===== src/rtl/fetch_pkg.sv =====
// rtl/fetch_pkg.sv - shared types and constants for the instruction fetch unit
package fetch_pkg;

    localparam int FETCH_ADDR_W  = 16;
    localparam int FETCH_INSTR_W = 16;

    localparam logic [FETCH_ADDR_W-1:0] RESET_PC = 16'h0000;
    localparam logic [FETCH_ADDR_W-1:0] PC_STEP  = 16'd2;

    typedef struct packed {
        logic [FETCH_INSTR_W-1:0] instr;
        logic [FETCH_ADDR_W-1:0]  pc;
    } fetch_entry_t;

endpackage


===== src/rtl/fetch_queue.sv =====
// rtl/fetch_queue.sv - two-entry FIFO of fetched {instr, pc} pairs with synchronous flush
module fetch_queue
    import fetch_pkg::*;
(
    input  logic         clk,
    input  logic         rst_n,
    input  logic         i_push,
    input  fetch_entry_t i_entry,
    input  logic         i_pop,
    input  logic         i_flush,
    output logic [1:0]   o_count,
    output fetch_entry_t o_head
);

    fetch_entry_t r_mem [2];
    logic         r_wr_ptr;
    logic         r_rd_ptr;
    logic [1:0]   r_count;

    always_ff @(posedge clk) begin
        if (i_push && !i_flush) begin
            r_mem[r_wr_ptr] <= i_entry;
        end
    end

    always_ff @(posedge clk or negedge rst_n) begin
        if (!rst_n) begin
            r_wr_ptr <= 1'b0;
            r_rd_ptr <= 1'b0;
            r_count  <= 2'd0;
        end else if (i_flush) begin
            r_wr_ptr <= 1'b0;
            r_rd_ptr <= 1'b0;
            r_count  <= 2'd0;
        end else begin
            if (i_push) begin
                r_wr_ptr <= ~r_wr_ptr;
            end
            if (i_pop) begin
                r_rd_ptr <= ~r_rd_ptr;
            end
            case ({i_push, i_pop})
                2'b10:   r_count <= r_count + 2'd1;
                2'b01:   r_count <= r_count - 2'd1;
                default: r_count <= r_count;
            endcase
        end
    end

    // An empty queue presents zeros so decode never sees stale entries.
    assign o_count = r_count;
    assign o_head  = (r_count == 2'd0) ? '0 : r_mem[r_rd_ptr];

endmodule


===== src/rtl/instr_fetch_unit.sv =====
// rtl/instr_fetch_unit.sv - PC owner and fetch issue/redirect control feeding decode
module instr_fetch_unit
    import fetch_pkg::*;
#(
    parameter int                ADDR_W   = FETCH_ADDR_W,
    parameter int                INSTR_W  = FETCH_INSTR_W,
    parameter logic [ADDR_W-1:0] RESET_PC = fetch_pkg::RESET_PC,
    parameter logic [ADDR_W-1:0] PC_STEP  = fetch_pkg::PC_STEP
)(
    input  logic               clk,
    input  logic               rst_n,
    output logic [ADDR_W-1:0]  imem_addr,
    input  logic [INSTR_W-1:0] imem_data,
    input  logic               redirect_valid,
    input  logic [ADDR_W-1:0]  redirect_pc,
    output logic               out_valid,
    input  logic               out_ready,
    output logic [INSTR_W-1:0] out_instr,
    output logic [ADDR_W-1:0]  out_pc
);

    logic [ADDR_W-1:0] r_pc;
    logic [ADDR_W-1:0] r_inflight_pc;
    logic              r_inflight;

    logic [1:0]   w_count;
    logic [2:0]   w_occ;
    logic         w_pop;
    logic         w_push;
    logic         w_issue;
    fetch_entry_t w_head;
    fetch_entry_t w_push_entry;

    // Occupancy after this cycle's pop decides whether one more fetch still fits.
    assign out_valid    = (w_count != 2'd0);
    assign w_pop        = out_valid && out_ready;
    assign w_occ        = {1'b0, w_count} + {2'b00, r_inflight} - {2'b00, w_pop};
    assign w_issue      = !redirect_valid && (w_occ < 3'd2);
    assign w_push       = r_inflight && !redirect_valid;
    assign w_push_entry = '{instr: imem_data, pc: r_inflight_pc};

    assign imem_addr = r_pc;
    assign out_instr = w_head.instr;
    assign out_pc    = w_head.pc;

    always_ff @(posedge clk or negedge rst_n) begin
        if (!rst_n) begin
            r_pc          <= RESET_PC;
            r_inflight    <= 1'b0;
            r_inflight_pc <= '0;
        end else if (redirect_valid) begin
            r_pc       <= {redirect_pc[ADDR_W-1:1], 1'b0};
            r_inflight <= 1'b0;
        end else if (w_issue) begin
            r_pc          <= r_pc + PC_STEP;
            r_inflight    <= 1'b1;
            r_inflight_pc <= r_pc;
        end else begin
            r_inflight <= 1'b0;
        end
    end

    fetch_queue u_queue (
        .clk     (clk),
        .rst_n   (rst_n),
        .i_push  (w_push),
        .i_entry (w_push_entry),
        .i_pop   (w_pop),
        .i_flush (redirect_valid),
        .o_count (w_count),
        .o_head  (w_head)
    );

endmodule


===== config.mk =====
export PLATFORM = sky130hd
export DESIGN_NAME = instr_fetch_unit
export DESIGN_NICKNAME = d
export VERILOG_FILES = /design/src/rtl/fetch_pkg.sv /design/src/rtl/fetch_queue.sv /design/src/rtl/instr_fetch_unit.sv
export SDC_FILE = /design/constraint.sdc
export NUM_CORES = 1
export LEC_CHECK = 0
export CAP_MARGIN = 20
export CORE_MARGIN = 1
export CORE_UTILIZATION = 30
export CTS_BUF_LIST = sky130_fd_sc_hd__clkbuf_8
export CTS_CLUSTER_DIAMETER = 30
export CTS_CLUSTER_SIZE = 25
export DETAILED_ROUTE_END_ITERATION = 8
export GPL_ROUTABILITY_DRIVEN = 0
export GPL_TIMING_DRIVEN = 1
export PLACE_DENSITY = 0.57
export SYNTH_ARGS = -nofsm -noshare
export SYNTH_HDL_FRONTEND = slang
export SYNTH_SLANG_ARGS = --single-unit

===== constraint.sdc =====
create_clock -name clk -period 4.7 [get_ports clk]
set_input_delay 0.47 -clock clk [delete_from_list [all_inputs] [get_ports clk]]
set_output_delay 0.47 -clock clk [all_outputs]
set_load 0.01 [all_outputs]

After elaboration in Yosys (flattened, before gate mapping). Memories as Yosys holds them, arrays and structs flattened. Cells that the tools add are included.

Memories kept: 1. RAM bits: 64. Output and inout port bits: 49. Register bits after elaboration: 37. Logic and storage cells: 43.

$add $sub $neg: 5. Reduce and logical (&&, ||, !) cells: 12. Multiplexer cells: 13. Bitwise logic cells: 3. Equal/unequal tests: 2. Order comparisons: 1.

Memories: u_queue.r_mem (words 2, width 32, read ports 1, clocked after Yosys merged registers in 0, wr ports 1, RTL line fetch_queue.sv:15) `fetch_entry_t r_mem [2];`.

Operators by type and width (count): $mux W16 (2); $mux W32 (1); $add A16 B2 Y16 const B (1); $mux W1 (8); $reduce_bool A2 Y1 (4); $logic_and A1 B1 Y1 (4); $pmux W2 S2 (1); $add A2 B1 Y3 (1); $lt A3 B2 Y1 const B (1); $not A1 Y1 (3); $reduce_bool A3 Y1 (1); $sub A3 B1 Y3 (1); $add A2 B1 Y2 const B (1); $eq A2 B1 Y1 const B (1); $eq A2 B2 Y1 const B (1); $logic_not A2 Y1 (1); $mux W2 (1); $reduce_and A2 Y1 (1); $sub A2 B1 Y2 const B (1); $logic_not A1 Y1 (1).

Logic depth before layout (Yosys ltp).
Word-level depth: 7. Gate-level depth with buffers: 12. Mapped depth without buffers: 10.

Hierarchy. Synthesis repeated with hierarchy kept, for this count alone.

Cell total of the unflattened synthesis: 301. Area total of the unflattened synthesis: 4240.3 um2.

Modules (own cells, without submodules): fetch_queue (cells each 154, area each 2623.8 um2, times used 1); instr_fetch_unit (cells each 147, area each 1616.6 um2, times used 1).

Worst setup path after synthesis. OpenSTA, ideal clock, no wires.

Path type: input to register. Start point: input port redirect_valid. End point: memory u_queue.r_mem[0][10] in the netlist's numbering (enable). Slack: 1.049 ns. Buffers on the path: 2. Data required time: 4.236 ns. Stages on the path: 3. Library setup time: 0.464 ns. Arrival: 3.186 ns. Cells stage by stage: clkbuf_1 -> clkbuf_1 -> nor3b_1.

Cells in the longest elaborated chain, start to end: 5.

RTL lines: start: declaration (RTL line instr_fetch_unit.sv:14) `input logic redirect_valid,`; $logic_not A1 Y1 * (RTL line fetch_queue.sv:21, instr_fetch_unit.sv:39); $logic_and A1 B1 Y1 (RTL line instr_fetch_unit.sv:39) `assign w_push = r_inflight && !redirect_valid;`; $logic_and A1 B1 Y1 * (RTL line fetch_queue.sv:21) `if (i_push && !i_flush) begin`; $mux W1 * (RTL line fetch_queue.sv:21); $mux W1 (implied by the code) * (RTL line fetch_queue.sv:22) `r_mem[r_wr_ptr] <= i_entry;`; end: declaration (RTL line fetch_queue.sv:15).

Every way passes the cells marked *; elsewhere a longest branch is shown, timed or not.

Final worst setup path.
Start point: register u_queue.r_count[1], in the netlist u_queue.o_count[1]. End point: register r_inflight_pc[3].

Cells in the longest elaborated chain, start to end: 6.

RTL lines: start: declaration (RTL line fetch_queue.sv:18) `logic [1:0] r_count;`; start signal: assignment (RTL line fetch_queue.sv:43) `2'b10: r_count <= r_count + 2'd1;`; start signal: assignment (RTL line fetch_queue.sv:44) `2'b01: r_count <= r_count - 2'd1;`; start signal: assignment (RTL line fetch_queue.sv:45) `default: r_count <= r_count;`; parallel branches: the longest is 2 deep, another holds $add A2 B1 Y3; $sub A3 B1 Y3 * (RTL line instr_fetch_unit.sv:37) `assign w_occ = {1'b0, w_count} + {2'b00, r_inflight} - {2'b00, w_pop};`; $lt A3 B2 Y1 * (RTL line instr_fetch_unit.sv:38) `assign w_issue = !redirect_valid && (w_occ < 3'd2);`; $logic_and A1 B1 Y1 * (RTL line instr_fetch_unit.sv:38); $reduce_and A2 Y1 (no line) *; end signal: assignment (RTL line instr_fetch_unit.sv:57) `r_inflight_pc <= r_pc;`; end: declaration (RTL line instr_fetch_unit.sv:23) `logic [ADDR_W-1:0] r_inflight_pc;`.

Mark *: on every way between the ends. A chain may end at the register's enable or synchronous reset.

==> parameters.txt <==
Parameter                              Value

Place
  Minimum setup slack after placement    0.9784 ns
  Cell area after placement    5085 sq um
  Number of buffers added on ports    81
  Post-DP HPWL    5129 um

Route
  Total via count after detailed routing    2501
  DR iter-0 viols    108
  Post-detailed-route DRC marker count    0
  DRT Wirelength    7892 um
  Length of the first detailed-routing pass in iterations    4
  Wire length per cell after detailed routing    14.12 um
  Number of vias per cell after detailed routing    4.474
  ANT nets after route    0

STA
  Count of endpoints failing hold in the final timing report    0
  Setup Total Neg Slack    0 ns
  Setup skew after layout    0.01589 ns
  Final Max Slew Viols    0
  Unrepaired setup endpoints after global routing    no
  Tcrit/Tclk final    72.92%
  Final setup violation count    0
  Fin crit period    3.427 ns
  Max transition margin    33.74%
  Setup WS post-layout    1.273 ns
  Maximum clock frequency    0.2918 GHz
  Slew of the pin with the lowest slew margin    0.9938 ns

Synthesis
  Flop and latch count out of synthesis    97
  Share of the synthesized area in the top cell type    45.56%
  Cell accounting for the most synthesized area    sky130_fd_sc_hd__edfxtp_1
  Post-synth top flop    sky130_fd_sc_hd__edfxtp_1
  Register area share after synthesis    66.99%
  Library cells used by synthesis    41
  Total number of yosys warnings    0
  Asr flop ratio synth    36.08%
  Post-synthesis instance total    298
  Main area contributors after synthesis    sky130_fd_sc_hd__edfxtp_1 (46%), sky130_fd_sc_hd__dfrtp_1 (21%), sky130_fd_sc_hd__mux2i_1 (8.1%)
  Synth Area per Inst    13.71 sq um
  EDFF count, synth    62
  Synth Cell Area    4086 sq um

Worst setup path
  Critical-path maximum fanout    16
  Crit-path leading delay family    simple AND/OR/NAND/NOR gates
  Cell with the largest stage delay on the worst path    sky130_fd_sc_hd__xor2_1
  Register-to-Register Path Depth    11
  Arrival time at the worst endpoint    3.67 ns
  Most frequent CP cell    sky130_fd_sc_hd__nand2b_1
  Slowest stage delay, CP    0.69 ns
  Worst path buffer plus inverter count    2
  Path length in cells of the critical path    11
  Cell breakdown of the critical path    nor2_2, inv_1, and2_1, ha_1, nand2b_1, fa_1, xor2_1, nand2b_1, nand2b_1, buf_4, mux2_2
  Kind of start point of the critical path    flip-flop
  Type of the setup path with the least slack    flip-flop to flip-flop
  CP Capture Type    flip-flop
  Critical path data required time    4.95 ns

Power and ir drop
  Areal power density over the cells    496.7 nW/um^2
  VDD IR-drop max    201.0 uV
  Lkg Pwr    1.837 nW

GRT
  GRT Residual Overflow    0
  Antenna violations before repair    0
  Maximum number of pins on one net before global-route repair    33
  Vias in the first global route    2451
  First-pass GRT wire length    12860 um
  Gr usage total    12.12%

Finish
  Multi-input gate area in the final layout    1259 sq um
  Final antenna diode count    0
  Utilization of the core after routing    39.85%
  Sequential cell area in the final layout    2739 sq um
  Number of fill cells    1295
  Area Overhead vs Synth    29.15%
  Post-layout nets    417
  Summed area of non-filler cells in the final layout    5278 sq um
  Layout cell share with drive strength beyond 1    11.49%

Die
  Std cell rows    42
  Core area    13240 sq um
  Die Width    118.7 um
  Die area    14090 sq um
  Starting density of the core    30.86%
  IO Count    85
  Die boundary height    118.7 um

Clock tree
  Htree depth    3
  Number of sinks handled by clock tree synthesis    97
  Clock tree from TritonCTS    built
  Largest buffer count on any clock path    2
  Clk_lat worst skew    0.36 ns
  Number of clock buffers inserted by TritonCTS    9
  Post-CTS setup buffers    0
  Clk pin slew, worst setup/hold paths    0.10 ns
  Root cell of the clock tree    sky130_fd_sc_hd__clkbuf_8
  Number of buffers inserted by hold repair at cts    0
  CTS-repair resized insts    0

Outcome
  Run status    finished, final reports clean

Run
  Max-capacitance violation count    0

Min path
  Worst hold path class    primary input to async pin
-- where the power goes --
| group | leakage [nW] | internal (W) | total (W) | switching, W |
|---|---|---|---|---|
| Sequential | 0.984 | 0.00115 | 0.00131 | 0.000168 |
| Combinational | 0.752 | 0.000414 | 0.000769 | 0.000355 |
| Clock | 0.101 | 0.000246 | 0.000539 | 0.000293 |
| Total | 1.84 | 0.00181 | 0.00262 | 0.000815 |
-- synthesized netlist by cell type, types with 3 or more instances --
master and number:
sky130_fd_sc_hd__edfxtp_1 62, sky130_fd_sc_hd__nor2_1 39, sky130_fd_sc_hd__dfrtp_1 35, sky130_fd_sc_hd__mux2i_1 33, sky130_fd_sc_hd__nand2_1 17, sky130_fd_sc_hd__mux2_2 15, sky130_fd_sc_hd__o21ai_0 10, sky130_fd_sc_hd__xnor2_1 10
sky130_fd_sc_hd__clkbuf_1 9, sky130_fd_sc_hd__nand3_1 7, sky130_fd_sc_hd__inv_1 5, sky130_fd_sc_hd__a31oi_1 4, sky130_fd_sc_hd__buf_2 4, sky130_fd_sc_hd__nor2b_1 4, sky130_fd_sc_hd__nor4_1 4, sky130_fd_sc_hd__buf_4 3
sky130_fd_sc_hd__nand2b_1 3, sky130_fd_sc_hd__nor3_1 3, sky130_fd_sc_hd__or4_1 3, sky130_fd_sc_hd__xor2_1 3
-- final cells by class --
type,count,area share (%)
inverters,5,0.3556
well taps,176,4.173
clock buffers,9,2.347
flip-flops and latches,97,51.90
multi-input cells,179,23.85
repair buffers,86,16.07
clock inverters,7,1.304
-- path summary, 6_finish.rpt --
| kind | from | to | slack (ns) |
|---|---|---|---|
| setup / recovery | u_queue.o_count[1]$_DFFE_PN0P_ | r_inflight_pc[3]$_DFFE_PN0P_ | 1.27 |
| hold / removal | rst_n | r_inflight_pc[14]$_DFFE_PN0P_ | 0.33 |
| setup reg to reg | u_queue.o_count[1]$_DFFE_PN0P_ | r_inflight_pc[3]$_DFFE_PN0P_ | 1.27 |
| hold reg to reg | r_inflight_pc[10]$_DFFE_PN0P_ | u_queue.r_mem[0][10]$_DFFE_PP_ | 0.48 |
| max in group asynchronous | rst_n | u_queue.r_rd_ptr$_DFFE_PN0P_ | 3.67 |
| min in group clk | r_inflight_pc[10]$_DFFE_PN0P_ | u_queue.r_mem[0][10]$_DFFE_PP_ | 0.48 |
-- cell usage in the layout (no fill, tap or decap), types with 2 or more instances in the layout --
cell                               n
sky130_fd_sc_hd__edfxtp_1         62
sky130_fd_sc_hd__clkbuf_8          9
sky130_fd_sc_hd__inv_6             2
sky130_fd_sc_hd__o21ai_0          10
sky130_fd_sc_hd__buf_4             5
sky130_fd_sc_hd__a31oi_1           4
sky130_fd_sc_hd__clkinv_2          2
sky130_fd_sc_hd__inv_1             6
sky130_fd_sc_hd__ha_1              2
sky130_fd_sc_hd__nor2_1           38
sky130_fd_sc_hd__nand3_1           7
sky130_fd_sc_hd__or4_1             3
sky130_fd_sc_hd__xor2_1            3
sky130_fd_sc_hd__xnor2_1          10
sky130_fd_sc_hd__o31ai_1           2
sky130_fd_sc_hd__nor2b_1           4
sky130_fd_sc_hd__dfrtp_1          34
sky130_fd_sc_hd__nor3_1            3
sky130_fd_sc_hd__nor4_1            4
sky130_fd_sc_hd__mux2_2           15
sky130_fd_sc_hd__conb_1            2
sky130_fd_sc_hd__mux2i_1          33
sky130_fd_sc_hd__nand2b_1          3
sky130_fd_sc_hd__clkdlybuf4s50_1  81
sky130_fd_sc_hd__nand2_1          17
-- sequential cells by signal, indices dropped and copies added (netlist names) --
signal / cells
imem_addr: 15
r_inflight: 1
r_inflight_pc: 15
u_queue.o_count: 2
u_queue.r_mem: 62
u_queue.r_rd_ptr: 1
u_queue.r_wr_ptr: 1
-- metrics by stage --
| step | std cells | hold WS (ns) | total power (W) |
|---|---|---|---|
| finish | 559 | 0.3277 | 0.002621 |
| floorplan | 299 | 0.1744 | 0.001751 |
| detailed placement | 543 | 0.4530 | 0.002120 |
| CTS | 559 | 0.3074 | 0.002665 |
| global route | 559 | 0.3195 | 0.002785 |
| global placement | 543 | 0.4491 | 0.002100 |
-- kinds of logic (layout without fill, tap and decap cells) --
kind of cell / Yosys count / in the layout / synth area share [%]
muxes: 48 / 48 / 12.22
AOI/OAI and AO/OA: 22 / 22 / 3.368
and+or+nand+nor: 91 / 91 / 10.93
xor gates and xnor gates: 13 / 13 / 2.786
DFF: 97 / 97 / 66.99
buffers and inverters: 23 / 107 / 2.511
other: 1 / 2 / 0.09177
adders and majority gates: 3 / 3 / 1.102
-- metal layers --
layer	global-route usage [%]	vias to the layer above	wire length, um
met2	18.60	75	3599
met4	6.171	0	153
met1	16.20	1184	3764
met3	2.461	11	374
met5	0	-	0
li1	-	1231	-
No activity file was read; power rests on OpenSTA's default activity.
